### src/rtl/digit_counter.sv
// Single-digit up/down counter with start/pause/clear control feeding a 7-segment encoder.
// Define DIGIT_COUNTER_BLINK_EN to blink the display while paused.
module digit_counter #(
    parameter int unsigned TICK_DIV = 50000000
) (
    input  logic       clk,
    input  logic       reset,
    input  logic       start,
    input  logic       stop,
    input  logic       up,
    input  logic       load,
    input  logic [3:0] load_val,
    output logic [3:0] out,
    output logic       enable,
    output logic       tc
);

    localparam int unsigned   PW        = $clog2(TICK_DIV);
    localparam logic [PW-1:0] PRESC_MAX = PW'(TICK_DIV - 1);

    typedef enum logic [1:0] {StIdle, StRun, StPause} state_t;

    state_t          r_state;
    logic            r_start_prev;
    logic            r_stop_prev;
    logic [PW-1:0]   r_presc;
    logic [3:0]      r_out;
    logic            r_enable;
    logic            r_tc;

    state_t          w_state_nxt;
    logic [PW-1:0]   w_presc_nxt;
    logic [3:0]      w_out_nxt;
    logic            w_enable_nxt;
    logic            w_tc_nxt;

    logic            w_start_edge;
    logic            w_stop_edge;
    logic            w_presc_wrap;
    logic [3:0]      w_step_val;
    logic            w_step_wrap;

    assign w_start_edge = start & ~r_start_prev;
    assign w_stop_edge  = stop & ~r_stop_prev;
    assign w_presc_wrap = (r_presc == PRESC_MAX);
    assign w_step_val   = up ? (r_out + 4'd1) : (r_out - 4'd1);
    assign w_step_wrap  = up ? (r_out == 4'hF) : (r_out == 4'h0);

    always_comb begin
        w_state_nxt  = r_state;
        w_presc_nxt  = r_presc;
        w_out_nxt    = r_out;
        w_enable_nxt = r_enable;
        w_tc_nxt     = 1'b0;

        unique case (r_state)
            StIdle: begin
                w_out_nxt    = 4'h0;
                w_enable_nxt = 1'b0;
                w_presc_nxt  = '0;
                // A coincident stop edge cancels the start request.
                if (w_start_edge && !w_stop_edge) begin
                    w_state_nxt  = StRun;
                    w_enable_nxt = 1'b1;
                end else if (load) begin
                    w_state_nxt  = StPause;
                    w_enable_nxt = 1'b1;
                end
                if (load) begin
                    w_out_nxt = load_val;
                end
            end

            StRun: begin
                w_enable_nxt = 1'b1;
                if (w_stop_edge) begin
                    w_state_nxt = StPause;
                end
                if (load) begin
                    w_out_nxt   = load_val;
                    w_presc_nxt = '0;
                end else if (w_presc_wrap) begin
                    w_out_nxt   = w_step_val;
                    w_tc_nxt    = w_step_wrap;
                    w_presc_nxt = '0;
                end else begin
                    w_presc_nxt = r_presc + 1'b1;
                end
            end

            StPause: begin
                if (w_stop_edge) begin
                    // Clear wins over load and start in the same cycle.
                    w_state_nxt  = StIdle;
                    w_out_nxt    = 4'h0;
                    w_enable_nxt = 1'b0;
                end else begin
                    if (load) begin
                        w_out_nxt   = load_val;
                        w_presc_nxt = '0;
`ifdef DIGIT_COUNTER_BLINK_EN
                    end else if (w_presc_wrap) begin
                        w_presc_nxt  = '0;
                        w_enable_nxt = ~r_enable;
                    end else begin
                        w_presc_nxt = r_presc + 1'b1;
                    end
`else
                    end else begin
                        w_presc_nxt = '0;
                    end
                    w_enable_nxt = 1'b1;
`endif
                    if (w_start_edge) begin
                        w_state_nxt  = StRun;
                        w_enable_nxt = 1'b1;
                    end
                end
            end

            default: begin
                w_state_nxt  = StIdle;
                w_out_nxt    = 4'h0;
                w_enable_nxt = 1'b0;
            end
        endcase

        // Every state change restarts the step/blink timebase.
        if (w_state_nxt != r_state) begin
            w_presc_nxt = '0;
        end
    end

    always_ff @(posedge clk) begin
        if (reset) begin
            r_state      <= StIdle;
            r_start_prev <= 1'b0;
            r_stop_prev  <= 1'b0;
            r_presc      <= '0;
            r_out        <= 4'h0;
            r_enable     <= 1'b0;
            r_tc         <= 1'b0;
        end else begin
            r_state      <= w_state_nxt;
            r_start_prev <= start;
            r_stop_prev  <= stop;
            r_presc      <= w_presc_nxt;
            r_out        <= w_out_nxt;
            r_enable     <= w_enable_nxt;
            r_tc         <= w_tc_nxt;
        end
    end

    assign out    = r_out;
    assign enable = r_enable;
    assign tc     = r_tc;

endmodule

### config.mk
export PLATFORM = sky130hd
export DESIGN_NAME = digit_counter
export DESIGN_NICKNAME = d
export VERILOG_FILES = /design/src/rtl/digit_counter.sv
export SDC_FILE = /design/constraint.sdc
export NUM_CORES = 1
export LEC_CHECK = 0
export CAP_MARGIN = 20
export CORE_ASPECT_RATIO = 1.4
export CORE_MARGIN = 4
export CORE_UTILIZATION = 50
export DETAILED_ROUTE_END_ITERATION = 8
export PLACE_DENSITY = 0.68
export SYNTH_ARGS = -nofsm -noshare
export SYNTH_HDL_FRONTEND = slang
export SYNTH_SLANG_ARGS = --single-unit
### constraint.sdc
create_clock -name clk -period 4.3 [get_ports clk]
set_clock_uncertainty 0.2 [all_clocks]
set_input_delay 0.645 -clock clk [delete_from_list [all_inputs] [get_ports clk]]
set_output_delay 0.645 -clock clk [all_outputs]
set_load 0.02 [all_outputs]
==> run_results.csv <==
group,metric,value,unit
sta,fin_hold_ws,325.1,ps
synthesis,compound_gate_portion_of_the_synthesized_area,0.1435,
drt,vias_per_cell,5.845,
setup_path,worst_r2r_startpoint,"r_state[0]",
cells_and_area,area_growth,13.40,%
synthesis,post_synth_and_or_nand_nor_area_fraction,0.3128,
clock_network,cts.sinks,36,
setup_path,critPathBufInv,2,
floorplanning,row_count,26,
floorplanning,die_height,82.61,um
sta,postLayoutSetupSlackWorst,1804,ps
global_route,global_route_wire_length_before_repair,7734,um
synthesis,yosysMostFrequentCell,"dfxtp_1",
sta,timing.setup.tns,0,ps
drt,drtAntennaViolNets,0,
synthesis,synth_mux_area_frac,0,
setup_path,reg2reg_to,"r_presc[21]",
drt,wl_per_cell,15.87,um
setup_path,largest_fanout_on_the_critical_path,4,
sta,timing.final.crit_period,2496,ps
sta,worst_pin_slew,473.2,ps
setup_path,rr_worst_depth,5,
setup_path,required,4290,ps
power,ir_worst_vdd,0.2709,mV
worst_hold_path,worst_hold_path.endpoint,"r_presc[25]",
floorplanning,floorplan.initialDensity,0.5314,
synthesis,yosys-top-cells-count,"dfxtp_1, nor2_1, xnor2_1",
floorplanning,ioPinCount,16,
synthesis,yosys.area.top_type_share,0.3625,
worst_hold_path,worst_hold_path_type,"flop to flop",
clock_network,post-cts-setup-buffers,0,
synthesis,synth_top_family_by_area,"simple AND/OR/NAND/NOR gates",
setup_path,cp-start-kind,"primary input",
clock_network,cts.repair.resized,0,
cells_and_area,n_antenna_cell,0,
setup_path,worst_path_dominant_cell_family,"compound AO/OA/AOI/OAI gates",
clock_network,clock_tree.htree_level_count,2,
synthesis,syn-instance-count,219,
clock_network,tritoncts,"yes",
floorplanning,die_width,61.30,um
setup_path,critical_path_arrival,2490,ps
synthesis,number_of_synthesized_flops_with_an_enable_pin,0,
placed_design,place_ws,1499,ps
synthesis,async_reset_ff_frac,0,
clock_network,clk-insertion-delay-late,290,ps
placed_design,port_buffers,15,
clock_network,clk_root_buffer_cell,"clkbuf_8",
worst_hold_path,min_delay_path_depth,2,
setup_path,worst_setup_path_category,"primary input to flop",
global_route,grt_overflow,0,
synthesis,synth_area_leaders,"dfxtp_1, xnor2_1, nor2_1",
outcome,run_status,"finished, final reports clean",
synthesis,synth_area,0.001988,mm^2
run,maxCapViolations,0,
floorplanning,design.core.area,0.003741,mm^2
synthesis,ys_seq_elements,36,
sta,relSlewSlack,0.6845,
cells_and_area,ff_latch_area,720.7,um^2
cells_and_area,final_net_count,249,
synthesis,synthDominantAreaCellType,"dfxtp_1",
synthesis,nets_in_the_synthesized_netlist,233,
clock_network,cts_inserted_buffers,5,
global_route,initial_antenna_violation_count,0,
cells_and_area,drive_gt1_frac,0.1144,
sta,setup_repair_after_global_routing_missed_its_margin,"false",
clock_network,clock_tree.buffer_depth,2,
cells_and_area,multiInputGateArea,0.001201,mm^2
placed_design,place_congestion,0.8068,
sta,setup_viol_count_final,0,
drt,drt_iter0_drc,79,
drt,routed-via-count,1625,
clock_network,clkSlewWorstSetupHoldPaths,70,ps
drt,routed_wl,4411,um
power,power.density,325.1,mW/mm^2
synthesis,synth-warning-count,0,
setup_path,timing.reg2reg.setup_slack,2230,ps
drt,drt-pass1-iter-count,4,
global_route,grt_start_max_net_pins,25,
cells_and_area,final.fill_count,326,
floorplanning,design.die.area,0.005064,mm^2
power,power.leakage,0.7360,nW
sta,fmax,0.4006,GHz
synthesis,seq_area_frac_synth,0.3625,
synthesis,yosys.area_share.xor_xnor,0.1189,
synthesis,avgSynthCellArea,9.078,um^2
worst_hold_path,worst_hold_startpoint,"r_presc[25]",
global_route,grt.total_usage,0.2065,
placed_design,place_hpwl,3257,um
drt,detail_route.drc_violations,0,
setup_path,crit_path_cell_trace,"clkdlybuf4s50_1 -> inv_1 -> ha_1 -> a21o_1 -> a21oi_1 -> xnor2_1 -> a22o_1 -> a32o_1",
global_route,first_global_vias,1719,
setup_path,crit_slowest_cell,"clkdlybuf4s50_1",
clock_network,hold_buffers,0,
setup_path,crit_cells,8,
synthesis,yosysUniqueCellTypes,55,
synthesis,synth_fa_ha_area_frac,0.02895,
sta,final-max-slew-violation-count,0,
setup_path,cp-end-kind,"flop",
synthesis,synth_ff_type,"dfxtp_1",
sta,post-route-period-util,0.5806,
setup_path,longest_individual_stage_delay_on_the_worst_path,560,ps
sta,final-hold-violation-count,0,
metal layers:
layer | track usage | share of wire
met4 | 0.08026 | 0.017
met2 | 0.3739 | 0.54
met3 | 0.05132 | 0.034
met1 | 0.2227 | 0.41
met5 | 0 | 0
sequential cells by signal, summed over array words and instances (netlist names):
name / count
tc: 1
r_state: 2
r_stop_prev: 1
enable: 1
out: 4
r_start_prev: 1
r_presc: 26
layout make-up:
type | count | area share
clock buffers | 5 | 0.03052
clock inverters | 3 | 0.01887
inverters | 5 | 0.008324
multi-input cells | 172 | 0.5327
flip-flops and latches | 36 | 0.3196
well taps | 42 | 0.02331
repair buffers | 15 | 0.06659
metrics by stage:
step	power, W	util	cell area [um^2]	std cells
detailed placement	0.0004398	0.5729	2143	270
finish	0.0007329	0.6027	2255	278
CTS	0.0007361	0.6027	2255	278
global placement	0.0004373	0.5729	2143	270
global route	0.0007583	0.6027	2255	278
floorplan	0.0004100	-	1988	219
cell usage in the layout (no fill, tap or decap), types with 2 or more instances in the layout:
cell type	count
a32o_1	4
clkbuf_8	5
nand4_1	8
nor2_2	2
nand3_1	7
and2_1	2
nor2b_1	5
nor2_1	34
nor4bb_1	2
and4_1	2
and3_1	3
clkdlybuf4s50_1	15
nand2b_1	2
o2bb2ai_1	3
o21ai_0	3
a22oi_1	2
xor2_1	8
o21bai_1	2
nor4_1	9
dfxtp_1	36
nor3_1	3
nand4_2	2
a21oi_1	6
inv_1	5
nand2_1	12
o211ai_1	2
nor4b_2	2
xnor2_1	19
ha_1	3
worst reg2reg max path, stage by stage (launching register included):
cell	delay, ps
dfxtp_1	590
nand2b_1	250
nor2_1	280
o21ai_1	110
a21o_2	400
nor2_1	180
report_power, final:
part	internal (W)	switching (W)
clock network	0.000172	0.000129
registers	0.000340	0.0000109
logic	0.0000392	0.0000418
total	0.000551	0.000182
kinds of logic after synthesis:
group / count (synthesis)
buffers and inverters: 11
xor gates and xnor gates: 27
DFF: 36
AOI/OAI and AO/OA: 35
adders and majority gates: 4
and+or+nand+nor: 106
worst max path at each step:
stage	startpoint	to	slack [ps]
after floorplan	up	out[3]	2220
final	up	out[3]	1800
after global placement	up	out[3]	1550
after CTS	up	out[3]	1810
after global routing	load	r_presc[15]	1740
after detailed placement	up	out[3]	1500
No activity file was read; power rests on OpenSTA's default activity.
